## src/rtl/se_pkg.sv

```systemverilog
// Constants shared between the update scatter serializer and the gather side.
package se_pkg;
    localparam int UPDATE_W   = 64;
    localparam int SE_LANES   = 8;
    localparam int LANE_IDX_W = $clog2(SE_LANES);
    localparam int CNT_W      = $clog2(SE_LANES + 1);
endpackage

```

## src/rtl/gather_idle_timer.sv

```systemverilog
// Idle counter for a partially filled gather group; expired pulses on the cycle
// the count would reach TIMEOUT so the flush lands on that same edge.
module gather_idle_timer #(
    parameter int TIMEOUT = 16
) (
    input  logic clk,
    input  logic rst,
    input  logic run,
    input  logic clear,
    output logic expired
);
    logic [7:0] r_count;

    assign expired = run && !clear && (r_count == 8'(TIMEOUT - 1));

    always_ff @(posedge clk) begin
        if (rst || clear || expired) begin
            r_count <= '0;
        end else if (run) begin
            r_count <= r_count + 8'd1;
        end
    end
endmodule

```

## src/rtl/update_gather.sv

```systemverilog
// Packs the serial update stream back into SE_LANES-wide groups; partial groups
// leave on flush or idle timeout, full groups leave with no bubble.
module update_gather
    import se_pkg::*;
#(
    parameter int WIDTH   = UPDATE_W,
    parameter int TIMEOUT = 16
) (
    input  logic             clk,
    input  logic             rst,
    input  logic [WIDTH-1:0] input_word,
    input  logic             input_valid,
    input  logic             flush,
    input  logic             downstream_stall,
    output logic [WIDTH-1:0] output_update0,
    output logic [WIDTH-1:0] output_update1,
    output logic [WIDTH-1:0] output_update2,
    output logic [WIDTH-1:0] output_update3,
    output logic [WIDTH-1:0] output_update4,
    output logic [WIDTH-1:0] output_update5,
    output logic [WIDTH-1:0] output_update6,
    output logic [WIDTH-1:0] output_update7,
    output logic             output_valid0,
    output logic             output_valid1,
    output logic             output_valid2,
    output logic             output_valid3,
    output logic             output_valid4,
    output logic             output_valid5,
    output logic             output_valid6,
    output logic             output_valid7,
    output logic             gather_stall_request
);
    logic [WIDTH-1:0]    r_buf        [SE_LANES];
    logic [WIDTH-1:0]    r_out_update [SE_LANES];
    logic [SE_LANES-1:0] r_out_valid;
    logic [CNT_W-1:0]    r_cnt;
    logic                r_flush_pend;

    logic w_closing;
    logic w_emit;
    logic w_accept;
    logic w_expired;
    logic w_timer_run;
    logic w_timer_clear;

    // A group is closing once it is full or a flush/timeout has been latched.
    assign w_closing            = (r_cnt == CNT_W'(SE_LANES)) || r_flush_pend;
    assign gather_stall_request = w_closing && downstream_stall;
    assign w_emit               = w_closing && (r_cnt != '0) && !downstream_stall;
    assign w_accept             = input_valid && !gather_stall_request;
    assign w_timer_run          = (r_cnt != '0) && !w_accept && !r_flush_pend;
    assign w_timer_clear        = w_accept || w_emit;

    gather_idle_timer #(
        .TIMEOUT (TIMEOUT)
    ) u_idle_timer (
        .clk     (clk),
        .rst     (rst),
        .run     (w_timer_run),
        .clear   (w_timer_clear),
        .expired (w_expired)
    );

    always_ff @(posedge clk) begin
        if (rst) begin
            r_cnt        <= '0;
            r_flush_pend <= 1'b0;
            r_out_valid  <= '0;
            for (int i = 0; i < SE_LANES; i++) begin
                r_out_update[i] <= '0;
            end
        end else if (w_emit) begin
            for (int i = 0; i < SE_LANES; i++) begin
                r_out_update[i] <= r_buf[i];
                r_out_valid[i]  <= (CNT_W'(i) < r_cnt);
            end
            // The word taken during the emit opens the next group in lane 0.
            if (w_accept) begin
                r_buf[0] <= input_word;
                r_cnt    <= CNT_W'(1);
            end else begin
                r_cnt <= '0;
            end
            r_flush_pend <= flush && w_accept && !r_flush_pend;
        end else begin
            r_out_valid <= '0;
            if (w_accept) begin
                r_buf[r_cnt[LANE_IDX_W-1:0]] <= input_word;
                r_cnt                        <= r_cnt + CNT_W'(1);
            end
            if ((flush && ((r_cnt != '0) || w_accept)) || w_expired) begin
                r_flush_pend <= 1'b1;
            end
        end
    end

    assign output_update0 = r_out_update[0];
    assign output_update1 = r_out_update[1];
    assign output_update2 = r_out_update[2];
    assign output_update3 = r_out_update[3];
    assign output_update4 = r_out_update[4];
    assign output_update5 = r_out_update[5];
    assign output_update6 = r_out_update[6];
    assign output_update7 = r_out_update[7];
    assign output_valid0  = r_out_valid[0];
    assign output_valid1  = r_out_valid[1];
    assign output_valid2  = r_out_valid[2];
    assign output_valid3  = r_out_valid[3];
    assign output_valid4  = r_out_valid[4];
    assign output_valid5  = r_out_valid[5];
    assign output_valid6  = r_out_valid[6];
    assign output_valid7  = r_out_valid[7];
endmodule

```

## config.mk

```make
export PLATFORM = sky130hd
export DESIGN_NAME = update_gather
export DESIGN_NICKNAME = d
export VERILOG_FILES = /design/src/rtl/se_pkg.sv /design/src/rtl/gather_idle_timer.sv /design/src/rtl/update_gather.sv
export SDC_FILE = /design/constraint.sdc
export NUM_CORES = 1
export LEC_CHECK = 0
export CAP_MARGIN = 5
export CORE_MARGIN = 5
export CORE_UTILIZATION = 53
export DETAILED_ROUTE_END_ITERATION = 7
export PLACE_DENSITY = 0.8
export RECOVER_POWER = 100
export SLEW_MARGIN = 20
export SYNTH_ARGS = -nofsm -noshare
export SYNTH_HDL_FRONTEND = slang
export SYNTH_SLANG_ARGS = --single-unit
```

## constraint.sdc

```tcl
create_clock -name clk -period 67 [get_ports clk]
set_input_delay 6.7 -clock clk [delete_from_list [all_inputs] [get_ports clk]]
set_output_delay 6.7 -clock clk [all_outputs]
set_load 0.01 [all_outputs]
```

# Word-level counts from Yosys, hierarchy flattened
# Memories as Yosys holds them, arrays and structs flattened.
# Index checks and enable logic that the tools add are counted.
# word_totals
ff_bits	21
ram_bits	1024
memories	2
input_bits	69
# classes
n_bitwise	9
n_eq_ne	2
order_cmp	8
n_mux	28
reduce_logical	27
addsub	2
# memory_table
name	depth	word_bits	read_ports	rd_clocked_by_memory_dff	write_ports	line_no	rtl
r_buf	8	64	8	0	1	update_gather.sv:33	logic [WIDTH-1:0] r_buf [SE_LANES];
r_out_update	8	64	8	0	8	update_gather.sv:34	logic [WIDTH-1:0] r_out_update [SE_LANES];
# op_table
operator	count
64-bit two-way mux	9
64-bit OR reduction	1
3-bit by 4-bit less-than comparator with 1-bit output (first input constant)	4
1-bit two-way mux	16
1-bit logical AND	11
8-bit by 1-bit adder with 8-bit output (second input constant)	1
8-bit by 4-bit equality test with 1-bit output (second input constant)	1
1-bit by 4-bit less-than comparator with 1-bit output (first input constant)	2
2-bit by 4-bit less-than comparator with 1-bit output (first input constant)	2
4-bit two-way mux	2
1-bit OR	8
1-bit logical OR	6
1-bit zero test	5
4-bit by 1-bit adder with 4-bit output (second input constant)	1
4-bit equality test (second input constant)	1
2-bit nonzero test	2
4-bit nonzero test	1
3-bit two-way mux	1
2-bit OR reduction	1
1-bit NOT	1

# Logic depth before layout (Yosys ltp)
# logic_depth
word_depth	13
mapped_depth	10
mapped_depth_nobuf	7

# Hierarchy
# A second synthesis with hierarchy kept.
# unflattened
hier_cells	1763
hier_area_um2	36226.0
# by_module_without_submodules
mod	cells_each	n_inst	area_each_um2
update_gather	1722	1	35841.9
gather_idle_timer	41	1	384.1

# Least setup slack after synthesis
# No wires, ideal clock.
# synth_path
path_type	input to register
from	input downstream_stall
to	memory r_buf[2][0] (netlist bit), enable pin
cell_stages	3
setup_slack_ns	5.146
path_buffers	1
setup_time_ns	5.464
t_required_ns	61.536
arrival_time_ns	56.390
path_cell_list	clkbuf_1 -> o21bai_1 -> nor4_1
# synth_via
elab_chain_cells	9
elab_cells_between_ends	15
# synth_rtl
element	line_no	rtl
start, declared	update_gather.sv:14	input logic downstream_stall,
1-bit logical AND	update_gather.sv:48	assign gather_stall_request = w_closing && downstream_stall;
1-bit zero test	update_gather.sv:50	assign w_accept = input_valid && !gather_stall_request;
1-bit logical AND	update_gather.sv:50	
1-bit two-way mux	update_gather.sv:78, update_gather.sv:87	
1-bit two-way mux	update_gather.sv:72	end else if (w_emit) begin
1-bit two-way mux	update_gather.sv:65	if (rst) begin
1-bit two-way mux (not written as such)	update_gather.sv:88	r_buf[r_cnt[LANE_IDX_W-1:0]] <= input_word;
64-bit OR reduction (no source line)	-	
3-bit two-way mux (no source line) or 1-bit two-way mux (tied branches)	-	
end, declared	update_gather.sv:33	
# Parallel ways exist; a longest one is shown, timed or not.

==> qor.yml <==
outcome:
  outcome: "finished with violations"
  violations: "capacitance limit, slew limit"
layout:
  stdcell_area_um2: 45200
  layout_common_cells: "edfxtp_1, dlygate4sd3_1, and2_0, nor2b_1, and2_1"
  ff_latch_area_um2: 31200
  nFillCells: 3896
  final_common_cell: "edfxtp_1"
  drive_above_1_share_pct: 5.81
  finalNetCount: 2436
  area_growth_pct: 28.2
  fin_util_pct: 68.7
  multi_input_area_um2: 3740
clock_tree:
  cts_buffers: 99
  cts_tree: "built"
  cts_resized: 0
  cts_root_buffer: "clkbuf_16"
  postCtsSetupBuffers: 0
  cts_buffer_depth: 3
  htree_levels: 3
  clk_pin_slew_ns: 0.06
  hold_buffers: 0
  worstSkewPairLatency_ns: 0.63
  clock_sinks: 1045
floorplanning:
  initial_core_util_pct: 53.6
  dieArea_um2: 71800
  core-area_um2: 65900
  die_h_um: 268
  ios: 590
  die_w_um: 268
  fp-row-count: 94
synth:
  avgSynthCellArea_um2: 20.6
  netlist_area_um2: 35300
  ys_ff_latch: 1045
  yosysTopAreaCell: "edfxtp_1"
  synthCells: 1712
  synth_top_area_share_pct: 87.2
  synth_seq_area_share_pct: 88.4
  ys_async_sr_fraction_pct: 0
  yosys_warnings: 0
  syn_nets: 1784
  ys.flop_type: "edfxtp_1"
  ys_top_cells_by_area: "edfxtp_1, and2_1, nor2b_1"
  synth_cell_types: 36
  synth_edf_count: 1024
global_route:
  grt_max_degree: 195
  grt_pass1_vias: 17500
  grt_first_pass_wirelength_mm: 113
  track_usage_pct: 21.5
  grt_antenna_before_repair: 7
  grt_overflow_total: 0
routing:
  ant_nets: 0
  drt_first_pass_iters: 5
  vias: 16900
  drt_iter0_drc: 1496
  drc: 0
  post_drt_wl_per_cell_um: 23.9
  drt_wl_total_mm: 79.2
  vias_per_cell: 5.12
worst_setup_path:
  worst_r2r_path_depth: 9
  critical_path_arrival_ns: 22.69
  rrSetupSlack_ns: 52.39
  max_stage_delay_ns: 5.41
  cp_cell_sequence: "clkbuf_1 -> o21bai_1 -> clkbuf_1 -> clkbuf_1 -> clkbuf_1 -> clkbuf_1"
  slowest_stage: "clkbuf_1"
  timing.rr.end: "r_out_update[0][23]"
  critPathBufInv: 5
  crit_required_ns: 67.17
  critPathLaunchType: "primary input"
  crit_fanout: 141
  critPathKind: "primary input to register"
  worst_path_dominant_cell_family: "buffers and inverters"
  endpoint_kind: "register"
  cp_common_cell: "clkbuf_1"
  reg2reg_from: "r_cnt[1]"
sta:
  max_freq_ghz: 0.0444
  setup_ws_ns: 44.48
  slew_headroom_pct: -409
  slew_violations: 1589
  setup_tns_ns: 0
  setup_violations: 0
  skew_ns: 0.0185
  finalCritPeriodShare_pct: 33.6
  min_period_ns: 22.52
  hold_viol: 0
  grt_setup_unrepaired: "no"
  tightest_slew_ns: 7.64
worst_hold_path:
  worstHoldEndpoint: "r_out_update[0][230]"
  hold_start: "r_buf[3][38]"
  hold_depth: 1
  hold_class: "register to register"
power:
  power.total_uw: 1380
  power.leakage_uw: 0.0159
  vdd_drop_max_mv: 0.0290
  pwr_density_cell_nw_per_um2: 30.5
placement:
  dp_slack_ns: 52.02
  dpl_cell_area_um2: 42200
  place_hpwl_mm: 48.2
  port_buffers: 589
  gp_congestion: 0.826
run:
  max_cap_viol_count: 27
-- synthesized netlist by cell type, types with 2 or more instances --
master / instances
dfxtp_1: 21
a21oi_1: 6
or3_1: 2
nand4_1: 4
ha_1: 3
xnor2_1: 2
a211oi_1: 3
nand2_1: 6
nor4_1: 4
clkbuf_1: 19
xor2_1: 8
buf_4: 22
buf_6: 2
nor2_1: 23
nand2b_1: 2
nor3_1: 3
edfxtp_1: 1024
and2_1: 385
nand3_1: 4
buf_2: 17
nor2b_1: 129
inv_1: 5
nand3b_1: 4
o21ai_0: 2
-- layer usage --
metal	GRT usage [%]	routed length, um	up-vias
li1	-	-	7604
met1	25.8	28600	8485
met2	37.6	40900	737
met3	6.87	7440	123
met4	6.95	2200	0
met5	0	0	-
-- worst register-to-register path: stages (launching register included) --
cell and delay [ns]:
dfxtp_1 0.46, inv_1 0.13, ha_1 0.26, nand2b_1 0.16, a21oi_1 0.14, o21bai_1 0.20, clkbuf_1 2.44, clkbuf_1 2.16
clkbuf_1 5.47, clkbuf_1 2.70
-- through the flow --
| step | hold WS, ns | instances |
|---|---|---|
| 6_report | 0.512 | 3312 |
| 5_1_grt | 0.524 | 3310 |
| 4_1_cts | 0.508 | 3305 |
| 3_5_place_dp | 0.501 | 3126 |
| 3_3_place_gp | 0.496 | 3126 |
| 2_1_floorplan | 0.479 | 1712 |
-- registers in the layout (all words and copies together) (netlist names) --
name and cells:
r_buf 512, r_out_update 512, r_out_valid 8, u_idle_timer.r_count 8
r_cnt 4, r_flush_pend 1
-- cell type report --
class	count	area share, %
Clock inverter	60	1.35
Multi-Input combinational cell	600	8.27
Clock buffer	119	5.80
Timing Repair Buffer	612	13.2
Inverter	6	0.0525
Tap cell	864	2.39
Antenna cell	6	0.0332
Sequential cell	1045	68.9
-- cells by family after synthesis --
group | after synthesis | synth area share (%)
flops | 1045 | 88.4
simple gates | 569 | 9.89
buf+inv | 67 | 1.06
compound gates | 17 | 0.312
xor+xnor | 10 | 0.248
fa+ha+maj | 3 | 0.106
mux | 1 | 0.0284
-- power by group --
part           switching [uW]  leakage [uW]  internal, uW
Combinational            45.3       0.00427          29.8
Sequential               8.39        0.0101           748
Clock                     228       0.00157           321
Total                     281        0.0159          1100
-- worst max path at each step --
| stage | slack [ns] | from | end | cells after the start |
|---|---|---|---|---|
| floorplan | 5.15 | downstream_stall | r_buf[2][0] | 3 |
| global placement | 52.06 | downstream_stall | gather_stall_request | 4 |
| detailed placement | 52.02 | downstream_stall | gather_stall_request | 4 |
| CTS | 52.02 | downstream_stall | gather_stall_request | 4 |
| global route | 43.39 | rst | r_out_update[0][87] | 6 |
| finish | 44.48 | rst | r_out_update[0][23] | 6 |
Power figures use the tool's default switching activity.
==> patch: new RTL, config.mk and constraints unchanged <==
Set the package constant `UPDATE_W` to 32 (it was 64).
--- a/src/rtl/se_pkg.sv
+++ b/src/rtl/se_pkg.sv
@@ -2,3 +2,3 @@
 package se_pkg;
-    localparam int UPDATE_W   = 64;
+    localparam int UPDATE_W   = 32;
     localparam int SE_LANES   = 8;
Ports: changed (9 resized); port bits go from 590 to 302. The function was not compared with the original's and may differ.
==> patch against the unedited design <==
- the run still ends with max-capacitance violations, max-slew violations left
- setup slack improved by 5000 ps
- wire length fell by 54%
- register-to-register slack improved by 2800 ps
- synthesized cell count fell by 46%
- critical path depth fell by 2
- synthesized area fell by 48%
- final area fell by 49%
- clock power fell by 50%
- clock skew fell by 6.0 ps
- sequential cell count fell by 512
- die area fell by 47%
- total power fell by 49%
- largest power group unchanged
==> patch: results (changes against the unedited design) <==
Outcome = finished with violations (unchanged)
Violated checks = max-capacitance violations, max-slew violations (unchanged)
Met1 wire length = 13500 microns (was 28600 microns)
Crit path max fanout = 185 (was 141)
CP Capture Point = r_out_update[0][72] (was r_out_update[0][23])
Max IR drop VDD = 0.0246 mV (was 0.0290 mV)
GRT met2 Usage = 32.2% (was 37.6%)
Post-Synthesis Cells = 916 (was 1712)
Seq cells post-synth = 533 (was 1045)
CP peak stage delay = 6690 ps (was 5410 ps)
Setup crit start = downstream_stall (was rst)
Wire length on met3 = 3380 microns (was 7440 microns)
Hold wc startpoint = r_buf[5][3] (was r_buf[3][38])
TritonRoute pass-1 iters = 5 (unchanged)
Post-synthesis sequential area ratio = 86.7% (was 88.4%)
WP data arrival = 17590 ps (was 22690 ps)
WL met2 = 18400 microns (was 40900 microns)
Layout Skew = 12.5 ps (was 18.5 ps)
LEAKAGE = 8.19 nW (was 15.9 nW)
WL per Instance = 20.9 microns (was 23.9 microns)
Grt met1 use = 23.1% (was 25.8%)
# H-tree levels = 2 (was 3)
Synthesis Warnings = 0 (unchanged)
DR vias = 8739 (was 16900)
Filler cells = 2165 (was 3896)
Max cap viols = 12 (was 27)
Met3 Use GR = 5.95% (was 6.87%)
Number of global-route vias before repair = 8929 (was 17500)
Commonest cells post-synth = edfxtp_1, and2_1, nor2b_1 (unchanged)
Max-slew violation count = 725 (was 1589)
WHS Endpoint = r_out_update[1][35] (was r_out_update[0][230])
Iter 0 DRT Violations = 638 (was 1496)
Pin count of the biggest net entering global routing = 186 (was 195)
Fraction of layout cells with a size suffix above 1 = 5.73% (was 5.81%)
Compound-gate portion of the synthesized area = 0.645% (was 0.312%)
Global-route wire length before repair = 54400 microns (was 113000 microns)
Multiplexer share of the synthesized area = 0.0549% (was 0.0284%)
Post-Synth Adder-Cell Area = 0.206% (was 0.106%)
Detailed Route WL = 36400 microns (was 79200 microns)
GR Util All Layers = 19.0% (was 21.5%)
Syn Nets = 956 (was 1784)
Place WS = 52140 ps (was 52020 ps)
Num CTS Buffers = 51 (was 99)
Placed Cells = 1654 (was 3126)
Fin nets = 1292 (was 2436)
R2R cell count = 7 (was 9)
Slew HR = -546% (was -409%)
Xor/xnor share of the synthesized area = 0.481% (was 0.248%)
Placed inst area = 21700 sq um (was 42200 sq um)
Number of synthesized flops with an enable pin = 512 (was 1024)
Port Buffer Count = 301 (was 589)
Top post-synthesis cells by area = edfxtp_1, and2_1, dfxtp_1 (was edfxtp_1, and2_1, nor2b_1)
Reg-to-reg slack, setup = 55190 ps (was 52390 ps)
Peak Freq = 57.1 MHz (was 44.4 MHz)
[patch: cell types whose count changed after synthesis, moves of 9 or more]
cell,delta
buf_2,-13
and2_1,-192
buf_6,+16
buf_4,-22
edfxtp_1,-512
nor2b_1,-64
clkbuf_1,-9
[patch: stage by stage]
step	power [mW]	hold WS (ps)
floorplan	0.410	479
CTS	0.709	503
global placement	0.432	492
finish	0.700	513
detailed placement	0.433	501
global route	0.726	527
[patch: layout make-up]
cell class                      count  area, sq um  area share [%]
Clock buffer                       60         1310            5.64
Antenna cell                        2         5.00          0.0215
Inverter                            6         23.8           0.102
Multi-Input combinational cell    344         2160            9.30
Timing Repair Buffer              316         3060            13.2
Sequential cell                   533        15800            68.0
Clock inverter                     32          303            1.30
Tap cell                          455          569            2.45
[patch: report_power, final]
group / internal [mW] / switching [mW] / leakage (nW)
Combinational: 0.0157 / 0.0226 / 2.28
Sequential: 0.381 / 0.00399 / 5.13
Clock: 0.162 / 0.114 / 0.790
